### config.mk
export PLATFORM = sky130hd
export DESIGN_NAME = ein_rx_flat
export DESIGN_NICKNAME = d
export VERILOG_FILES = /design/src/rtl/ein_rx_if.sv /design/src/rtl/ein_rx.sv /design/src/flat_wrapper.sv
export SDC_FILE = /design/constraint.sdc
export NUM_CORES = 1
export LEC_CHECK = 0
export ABC_AREA = 1
export CELL_PAD_IN_SITES_DETAIL_PLACEMENT = 0
export CELL_PAD_IN_SITES_GLOBAL_PLACEMENT = 2
export CORE_MARGIN = 2
export CORE_UTILIZATION = 32
export DETAILED_ROUTE_END_ITERATION = 12
export GPL_ROUTABILITY_DRIVEN = 0
export GPL_TIMING_DRIVEN = 0
export PLACE_DENSITY = 0.83
export SKIP_CTS_REPAIR_TIMING = 1
export SYNTH_ARGS = -nofsm -noshare
export SYNTH_HDL_FRONTEND = slang
export SYNTH_SLANG_ARGS = --single-unit
### constraint.sdc
create_clock -name clk -period 2.7 [get_ports clk]
set_clock_uncertainty 0.05 [all_clocks]
set_input_delay 0.27 -clock clk [delete_from_list [all_inputs] [get_ports clk]]
set_output_delay 0.27 -clock clk [all_outputs]
set_load 0.005 [all_outputs]
### src/rtl/ein_rx_if.sv
// rtl/ein_rx_if.sv - received-byte and frame-status bundle from the EIN receiver
interface ein_rx_if;
    logic [7:0] out_data;
    logic       out_data_valid;
    logic       out_frame_valid;
    logic       out_frame_end;
    logic       err_partial;
    logic       err_timeout;

    modport master (
        output out_data,
        output out_data_valid,
        output out_frame_valid,
        output out_frame_end,
        output err_partial,
        output err_timeout
    );

    modport slave (
        input out_data,
        input out_data_valid,
        input out_frame_valid,
        input out_frame_end,
        input err_partial,
        input err_timeout
    );
endinterface

### src/rtl/ein_rx.sv
// rtl/ein_rx.sv - EMO/EDI/ECI pad receiver: sync, frame, MSB-first deserialise, error detect
module ein_rx #(
    parameter int SYNC_STAGES = 2,
    parameter int TO_W        = 32
) (
    input  logic            clk,
    input  logic            reset,
    input  logic            EMO_IN,
    input  logic            EDI_IN,
    input  logic            ECI_IN,
    input  logic            rx_enable,
    input  logic [TO_W-1:0] TIMEOUT,
    ein_rx_if.master        rx
);

    typedef enum logic [1:0] {
        IDLE,
        ACTIVE,
        WAIT_RELEASE
    } state_t;

    logic [SYNC_STAGES-1:0] emo_sync;
    logic [SYNC_STAGES-1:0] edi_sync;
    logic [SYNC_STAGES-1:0] eci_sync;
    logic                   emo_prev;
    logic                   eci_prev;

    state_t          state, state_n;
    logic [7:0]      shift, shift_n;
    logic [2:0]      bit_cnt, bit_cnt_n;
    logic [TO_W-1:0] to_cnt, to_cnt_n;
    logic [7:0]      data_r, data_n;
    logic            dv_r, dv_n;
    logic            fe_r, fe_n;
    logic            ep_r, ep_n;
    logic            et_r, et_n;

    logic       emo_s, edi_s, eci_s;
    logic       emo_rise, emo_fall, eci_rise;
    logic       to_hit;
    logic [7:0] shifted;

    // EDI is taken from the same synchroniser depth as ECI so data and clock stay aligned
    assign emo_s    = emo_sync[SYNC_STAGES-1];
    assign edi_s    = edi_sync[SYNC_STAGES-1];
    assign eci_s    = eci_sync[SYNC_STAGES-1];
    assign emo_rise = emo_s & ~emo_prev;
    assign emo_fall = ~emo_s & emo_prev;
    assign eci_rise = eci_s & ~eci_prev;
    assign to_hit   = (TIMEOUT != '0) && (to_cnt == TIMEOUT - TO_W'(1));
    assign shifted  = {shift[6:0], edi_s};

    // Pad synchronisers plus one history register for edge detection
    always_ff @(posedge clk or posedge reset) begin
        if (reset) begin
            emo_sync <= '0;
            edi_sync <= '0;
            eci_sync <= '0;
            emo_prev <= 1'b0;
            eci_prev <= 1'b0;
        end else begin
            emo_sync <= {emo_sync[SYNC_STAGES-2:0], EMO_IN};
            edi_sync <= {edi_sync[SYNC_STAGES-2:0], EDI_IN};
            eci_sync <= {eci_sync[SYNC_STAGES-2:0], ECI_IN};
            emo_prev <= emo_s;
            eci_prev <= eci_s;
        end
    end

    // FSM state, datapath and registered strobes
    always_ff @(posedge clk or posedge reset) begin
        if (reset) begin
            state   <= IDLE;
            shift   <= '0;
            bit_cnt <= '0;
            to_cnt  <= '0;
            data_r  <= '0;
            dv_r    <= 1'b0;
            fe_r    <= 1'b0;
            ep_r    <= 1'b0;
            et_r    <= 1'b0;
        end else begin
            state   <= state_n;
            shift   <= shift_n;
            bit_cnt <= bit_cnt_n;
            to_cnt  <= to_cnt_n;
            data_r  <= data_n;
            dv_r    <= dv_n;
            fe_r    <= fe_n;
            ep_r    <= ep_n;
            et_r    <= et_n;
        end
    end

    // Next state: EMO fall beats every other event in the same edge cycle, then enable, then ECI, then timeout
    always_comb begin
        state_n   = state;
        shift_n   = shift;
        bit_cnt_n = bit_cnt;
        to_cnt_n  = to_cnt;
        data_n    = data_r;
        dv_n      = 1'b0;
        fe_n      = 1'b0;
        ep_n      = 1'b0;
        et_n      = 1'b0;
        case (state)
            IDLE: begin
                if (rx_enable && emo_rise) begin
                    state_n   = ACTIVE;
                    shift_n   = '0;
                    bit_cnt_n = '0;
                    to_cnt_n  = '0;
                end
            end
            ACTIVE: begin
                if (emo_fall) begin
                    fe_n      = 1'b1;
                    ep_n      = (bit_cnt != 3'd0);
                    bit_cnt_n = '0;
                    state_n   = IDLE;
                end else if (!rx_enable) begin
                    fe_n      = 1'b1;
                    bit_cnt_n = '0;
                    state_n   = WAIT_RELEASE;
                end else if (eci_rise && emo_s) begin
                    shift_n   = shifted;
                    bit_cnt_n = bit_cnt + 3'd1;
                    to_cnt_n  = '0;
                    if (bit_cnt == 3'd7) begin
                        data_n = shifted;
                        dv_n   = 1'b1;
                    end
                end else if (to_hit) begin
                    et_n      = 1'b1;
                    fe_n      = 1'b1;
                    bit_cnt_n = '0;
                    state_n   = WAIT_RELEASE;
                end else if (to_cnt != '1) begin
                    to_cnt_n = to_cnt + TO_W'(1);
                end
            end
            WAIT_RELEASE: begin
                if (!emo_s) begin
                    state_n = IDLE;
                end
            end
            default: state_n = IDLE;
        endcase
    end

    assign rx.out_data        = data_r;
    assign rx.out_data_valid  = dv_r;
    assign rx.out_frame_valid = (state == ACTIVE);
    assign rx.out_frame_end   = fe_r;
    assign rx.err_partial     = ep_r;
    assign rx.err_timeout     = et_r;

endmodule

### src/flat_wrapper.sv
// flat-port wrapper written by rule: the top's interface ports become plain ports
module ein_rx_flat 
#(
    parameter int SYNC_STAGES = 2,
    parameter int TO_W        = 32
)
  (clk, reset, EMO_IN, EDI_IN, ECI_IN, rx_enable, TIMEOUT, rx_out_data, rx_out_data_valid, rx_out_frame_valid, rx_out_frame_end, rx_err_partial, rx_err_timeout);
  ein_rx_if rx_i ();
  input  logic clk;
  input  logic reset;
  input  logic EMO_IN;
  input  logic EDI_IN;
  input  logic ECI_IN;
  input  logic rx_enable;
  input  logic [TO_W-1:0] TIMEOUT;
  output wire logic [$bits(rx_i.out_data)-1:0] rx_out_data;
  output wire logic [$bits(rx_i.out_data_valid)-1:0] rx_out_data_valid;
  output wire logic [$bits(rx_i.out_frame_valid)-1:0] rx_out_frame_valid;
  output wire logic [$bits(rx_i.out_frame_end)-1:0] rx_out_frame_end;
  output wire logic [$bits(rx_i.err_partial)-1:0] rx_err_partial;
  output wire logic [$bits(rx_i.err_timeout)-1:0] rx_err_timeout;
  assign rx_out_data = rx_i.out_data;
  assign rx_out_data_valid = rx_i.out_data_valid;
  assign rx_out_frame_valid = rx_i.out_frame_valid;
  assign rx_out_frame_end = rx_i.out_frame_end;
  assign rx_err_partial = rx_i.err_partial;
  assign rx_err_timeout = rx_i.err_timeout;
  ein_rx #(.SYNC_STAGES(SYNC_STAGES), .TO_W(TO_W)) u_core (.clk(clk), .reset(reset), .EMO_IN(EMO_IN), .EDI_IN(EDI_IN), .ECI_IN(ECI_IN), .rx_enable(rx_enable), .TIMEOUT(TIMEOUT), .rx(rx_i));
endmodule
==> flow_summary.ini <==
[min_path]
holdCritPathClass = flip-flop to flip-flop
worstHoldPathCells = 0
hold_path_end = u_core.eci_sync[1]
hp_start = u_core.eci_sync[0]

[critical_path]
timing_worst_setup_path_type = flip-flop to output port
critical_path_peak_fanout = 10
cp.arrival_ns = 2.25
critPathRequiredTime_ns = 2.38
crit-reg2reg-capture = u_core.shift[4]
crit_buf_inv = 4
max_stage_delay_ns = 0.56
critPathSlowestCell = sky130_fd_sc_hd__clkdlybuf4s50_1
critical_path.reg2reg.startpoint = u_core.to_cnt[4]
ff2ff_path_depth = 10
timing.reg2reg.setup_slack_ns = 0.25
worstPathCellList = inv_1, nor2_1, buf_2, clkbuf_2, clkdlybuf4s50_1
family_with_the_most_delay_on_the_worst_path = buffers and inverters
end_kind = output port
crit_path_start_kind = flip-flop

[global_routing]
grt_first_pass_wirelength_mm = 25.1
grt_start_max_net_pins = 65
via_count_of_the_first_global_routing_pass = 4922
grtUsageTotal = 0.192
congestion_overflow_gr = 0
initial_antenna_violation_count = 0

[finish]
utilization = 0.407
area.growth.synth_to_final_pct = 25.3
final_cell_area_sq_um = 6390
ff_latch_area_sq_um = 1600
filler_cell_count = 1674
layout-drive-gt1-share = 0.131
multi_input_area_sq_um = 3180
antenna-diode-count = 0
number_of_nets_in_the_layout = 888

[synthesis]
adder_cell_area_share_of_the_yosys_netlist = 0.0123
yosys-mux-area-fraction = 0
ys_types = 37
synth-simple-area-share = 0.424
synthesis.nets = 818
yosysTopAreaCellShare = 0.314
synthCells = 775
post_synth_xor_area_fraction = 0.0807
post_synthesis_sequential_element_count = 64
post_synth_main_area_contributors = sky130_fd_sc_hd__dfrtp_1 (31%), sky130_fd_sc_hd__nand2_1 (21%), sky130_fd_sc_hd__nor2_1 (8.2%)
synth_area_sq_um = 5100
synth_async_sr_flop_share = 1.00
synth_enable_flop_cells = 0
synth-warning-count = 0
synth_top_cell_by_area = sky130_fd_sc_hd__dfrtp_1
seq_area_frac_synth = 0.314
area_fraction_in_compound_gates_after_synthesis = 0.0897
syn-mean-instance-area_sq_um = 6.58
main_combinational_cell_family_by_area_after_synthesis = simple AND/OR/NAND/NOR gates
ys.flop_type = sky130_fd_sc_hd__dfrtp_1

[timing]
fmaxAchievable_mhz = 389
min_period_ns = 2.57
grt_setup_unrepaired = yes
report.final.setup_viol = 0
slew_headroom = 0.457
report.final.slew_viol_count = 0
worst_hold_slack_ns = 0.296
worst_slew_pin_slew_ns = 0.814
finalHoldViolCount = 0
timing.setup.tns_ns = 0
post-route-period-util = 0.951

[die]
area_of_the_placeable_core_sq_um = 15700
floorplan.initialDensity = 0.325
placement_rows = 46
ios = 51
die_y_um = 130
design.die.area_sq_um = 17000
floorplan.die.width_um = 130

[pwr]
total_power_mw = 3.79
netSwitchingFraction = 0.381
p_comb_frac = 0.408
power.ir.vdd_worst_mv = 0.379
net_switching_power_mw = 1.45
power_per_cell_area_nw_per_um2 = 593
p_leak_nw = 2.74
p_int_mw = 2.35
clock_power_share = 0.310
power_frac_seq = 0.283

[job]
drv_cap = 0

[drt]
drc = 0
wl_per_cell_um = 15.0
final_antenna_net_count = 0
vias = 5127
viasPerCell = 4.81
detailed_route_wire_length_mm = 16.0
drt-pass1-iter-count = 4
detail_route.iter0.violations = 275

[place]
detailedPlacementHpwl_mm = 12.4
placement.cell_area_sq_um = 5880
place.port_buffers = 50

[clock_network]
tritoncts = yes
buffers_from_clock_root_to_sink_at_most = 2
cts_sinks = 64
cts-htree-levels = 3
clockRootBuffer = sky130_fd_sc_hd__clkbuf_16
clock_insertion_delay_worst_skew_ns = 0.34
cts_made_buffers = 9
clk_transition_reported_paths_ns = 0.05

[run_status]
outcome = completed
[layer usage]
| metal | up-vias | GRT usage | share of wire | routed length, um |
|---|---|---|---|---|
| met5 | - | 0 | 0 | 0 |
| met4 | 0 | 0.0715 | 0.029 | 467 |
| li1 | 2579 | - | - | - |
| met3 | 31 | 0.0221 | 0.036 | 576 |
| met1 | 2405 | 0.254 | 0.46 | 7430 |
| met2 | 112 | 0.324 | 0.47 | 7550 |
[how the worst max path moves through the flow]
stage	cells past startpoint	to	start
2_1_floorplan	16	u_core.to_cnt[30]	TIMEOUT[0]
3_3_place_gp	2	u_core.rx.out_data_valid	reset
4_1_cts	5	rx_out_frame_valid	u_core.state[0]
5_1_grt	19	u_core.to_cnt[26]	TIMEOUT[6]
6_report	5	rx_out_frame_valid	u_core.state[0]
3_5_place_dp	18	u_core.to_cnt[14]	TIMEOUT[0]
[worst reg2reg max path, cell delays in order (launching register included)]
cell and delay [ns]:
sky130_fd_sc_hd__dfrtp_1 0.44, sky130_fd_sc_hd__inv_1 0.14, sky130_fd_sc_hd__nor3_1 0.37, sky130_fd_sc_hd__nand2_2 0.19
sky130_fd_sc_hd__nor2_4 0.17, sky130_fd_sc_hd__nand4_1 0.16, sky130_fd_sc_hd__nor3_2 0.20, sky130_fd_sc_hd__a21oi_2 0.16
sky130_fd_sc_hd__nand2_2 0.14, sky130_fd_sc_hd__buf_2 0.20, sky130_fd_sc_hd__o21ai_0 0.10
[kinds of logic after synthesis]
logic type	Yosys count
buffers and inverters	95
AOI/OAI and AO/OA	64
DFF	64
xor gates and xnor gates	47
and+or+nand+nor	500
adders and majority gates	5
[registers in the layout, summed over array words and instances (netlist names)]
register,cells
u_core.bit_cnt,3
u_core.emo_sync,2
u_core.to_cnt,32
u_core.rx.err_partial,1
u_core.rx.out_frame_end,1
u_core.state,2
u_core.rx.out_data_valid,1
u_core.shift,7
u_core.emo_prev,1
u_core.eci_prev,1
u_core.rx.err_timeout,1
u_core.edi_sync,2
u_core.rx.out_data,8
u_core.eci_sync,2
[cells in the mapped netlist, types with 5 or more instances]
master	count
sky130_fd_sc_hd__nand3_1	27
sky130_fd_sc_hd__nor2_2	8
sky130_fd_sc_hd__ha_1	5
sky130_fd_sc_hd__o21bai_1	5
sky130_fd_sc_hd__nor2_1	111
sky130_fd_sc_hd__o21ai_0	17
sky130_fd_sc_hd__o21ai_2	30
sky130_fd_sc_hd__nand4_1	15
sky130_fd_sc_hd__nor3_1	18
sky130_fd_sc_hd__inv_1	75
sky130_fd_sc_hd__xor2_1	30
sky130_fd_sc_hd__buf_6	6
sky130_fd_sc_hd__nor2_4	5
sky130_fd_sc_hd__nor4_1	9
sky130_fd_sc_hd__nand2_1	284
sky130_fd_sc_hd__clkbuf_1	9
sky130_fd_sc_hd__xnor2_1	17
sky130_fd_sc_hd__dfrtp_1	64
sky130_fd_sc_hd__nand3b_1	7
[per-stage QoR]
step,worst slack (ns),instances
floorplan,0.550,775
global placement,-0.491,1041
detailed placement,-0.470,1041
CTS,-0.315,1057
global route,-0.00414,1066
finish,0.132,1066
[power by group through the flow]
stage	logic (mW)	registers, mW	clock network (mW)
finish	1.55	1.07	1.17
detailed placement	1.25	1.09	0
global placement	1.23	1.09	0
floorplan	0.847	1.07	0
CTS	1.25	1.07	1.20
global route	1.67	1.08	1.24
[placed cells by master (no fill, tap or decap), types with 2 or more instances in the layout]
cell,instances
sky130_fd_sc_hd__clkbuf_16,11
sky130_fd_sc_hd__o21ai_1,4
sky130_fd_sc_hd__dfrtp_1,63
sky130_fd_sc_hd__buf_12,2
sky130_fd_sc_hd__nand2_1,281
sky130_fd_sc_hd__nand3_1,27
sky130_fd_sc_hd__a21oi_1,3
sky130_fd_sc_hd__xor2_1,30
sky130_fd_sc_hd__or2_2,3
sky130_fd_sc_hd__o21ai_0,17
sky130_fd_sc_hd__clkinvlp_4,3
sky130_fd_sc_hd__nor3_1,17
sky130_fd_sc_hd__nor2_2,13
sky130_fd_sc_hd__buf_4,5
sky130_fd_sc_hd__nor3b_1,3
sky130_fd_sc_hd__nand4_1,15
sky130_fd_sc_hd__inv_2,4
sky130_fd_sc_hd__o21ai_2,30
sky130_fd_sc_hd__inv_1,72
sky130_fd_sc_hd__ha_1,4
sky130_fd_sc_hd__dlymetal6s2s_1,2
sky130_fd_sc_hd__xnor2_1,17
sky130_fd_sc_hd__nand3b_1,7
sky130_fd_sc_hd__nor2_4,8
sky130_fd_sc_hd__clkdlybuf4s50_1,48
sky130_fd_sc_hd__o21bai_1,5
sky130_fd_sc_hd__nor3_2,2
sky130_fd_sc_hd__nand2_2,6
sky130_fd_sc_hd__nor2_1,103
sky130_fd_sc_hd__buf_2,3
sky130_fd_sc_hd__nand2_4,2
sky130_fd_sc_hd__nand3_4,2
sky130_fd_sc_hd__clkbuf_1,7
sky130_fd_sc_hd__clkinv_2,2
sky130_fd_sc_hd__buf_8,4
sky130_fd_sc_hd__nor4_1,8
[cell type report]
type                    count  area share
plain buffers              17      0.0229
clock buffers               9      0.0352
clock inverters             7      0.0112
inverters                  78      0.0462
multi-input cells         617       0.497
flip-flops and latches     64       0.251
well taps                 216      0.0423
repair buffers             58      0.0945
No activity file was read; power rests on OpenSTA's default activity.
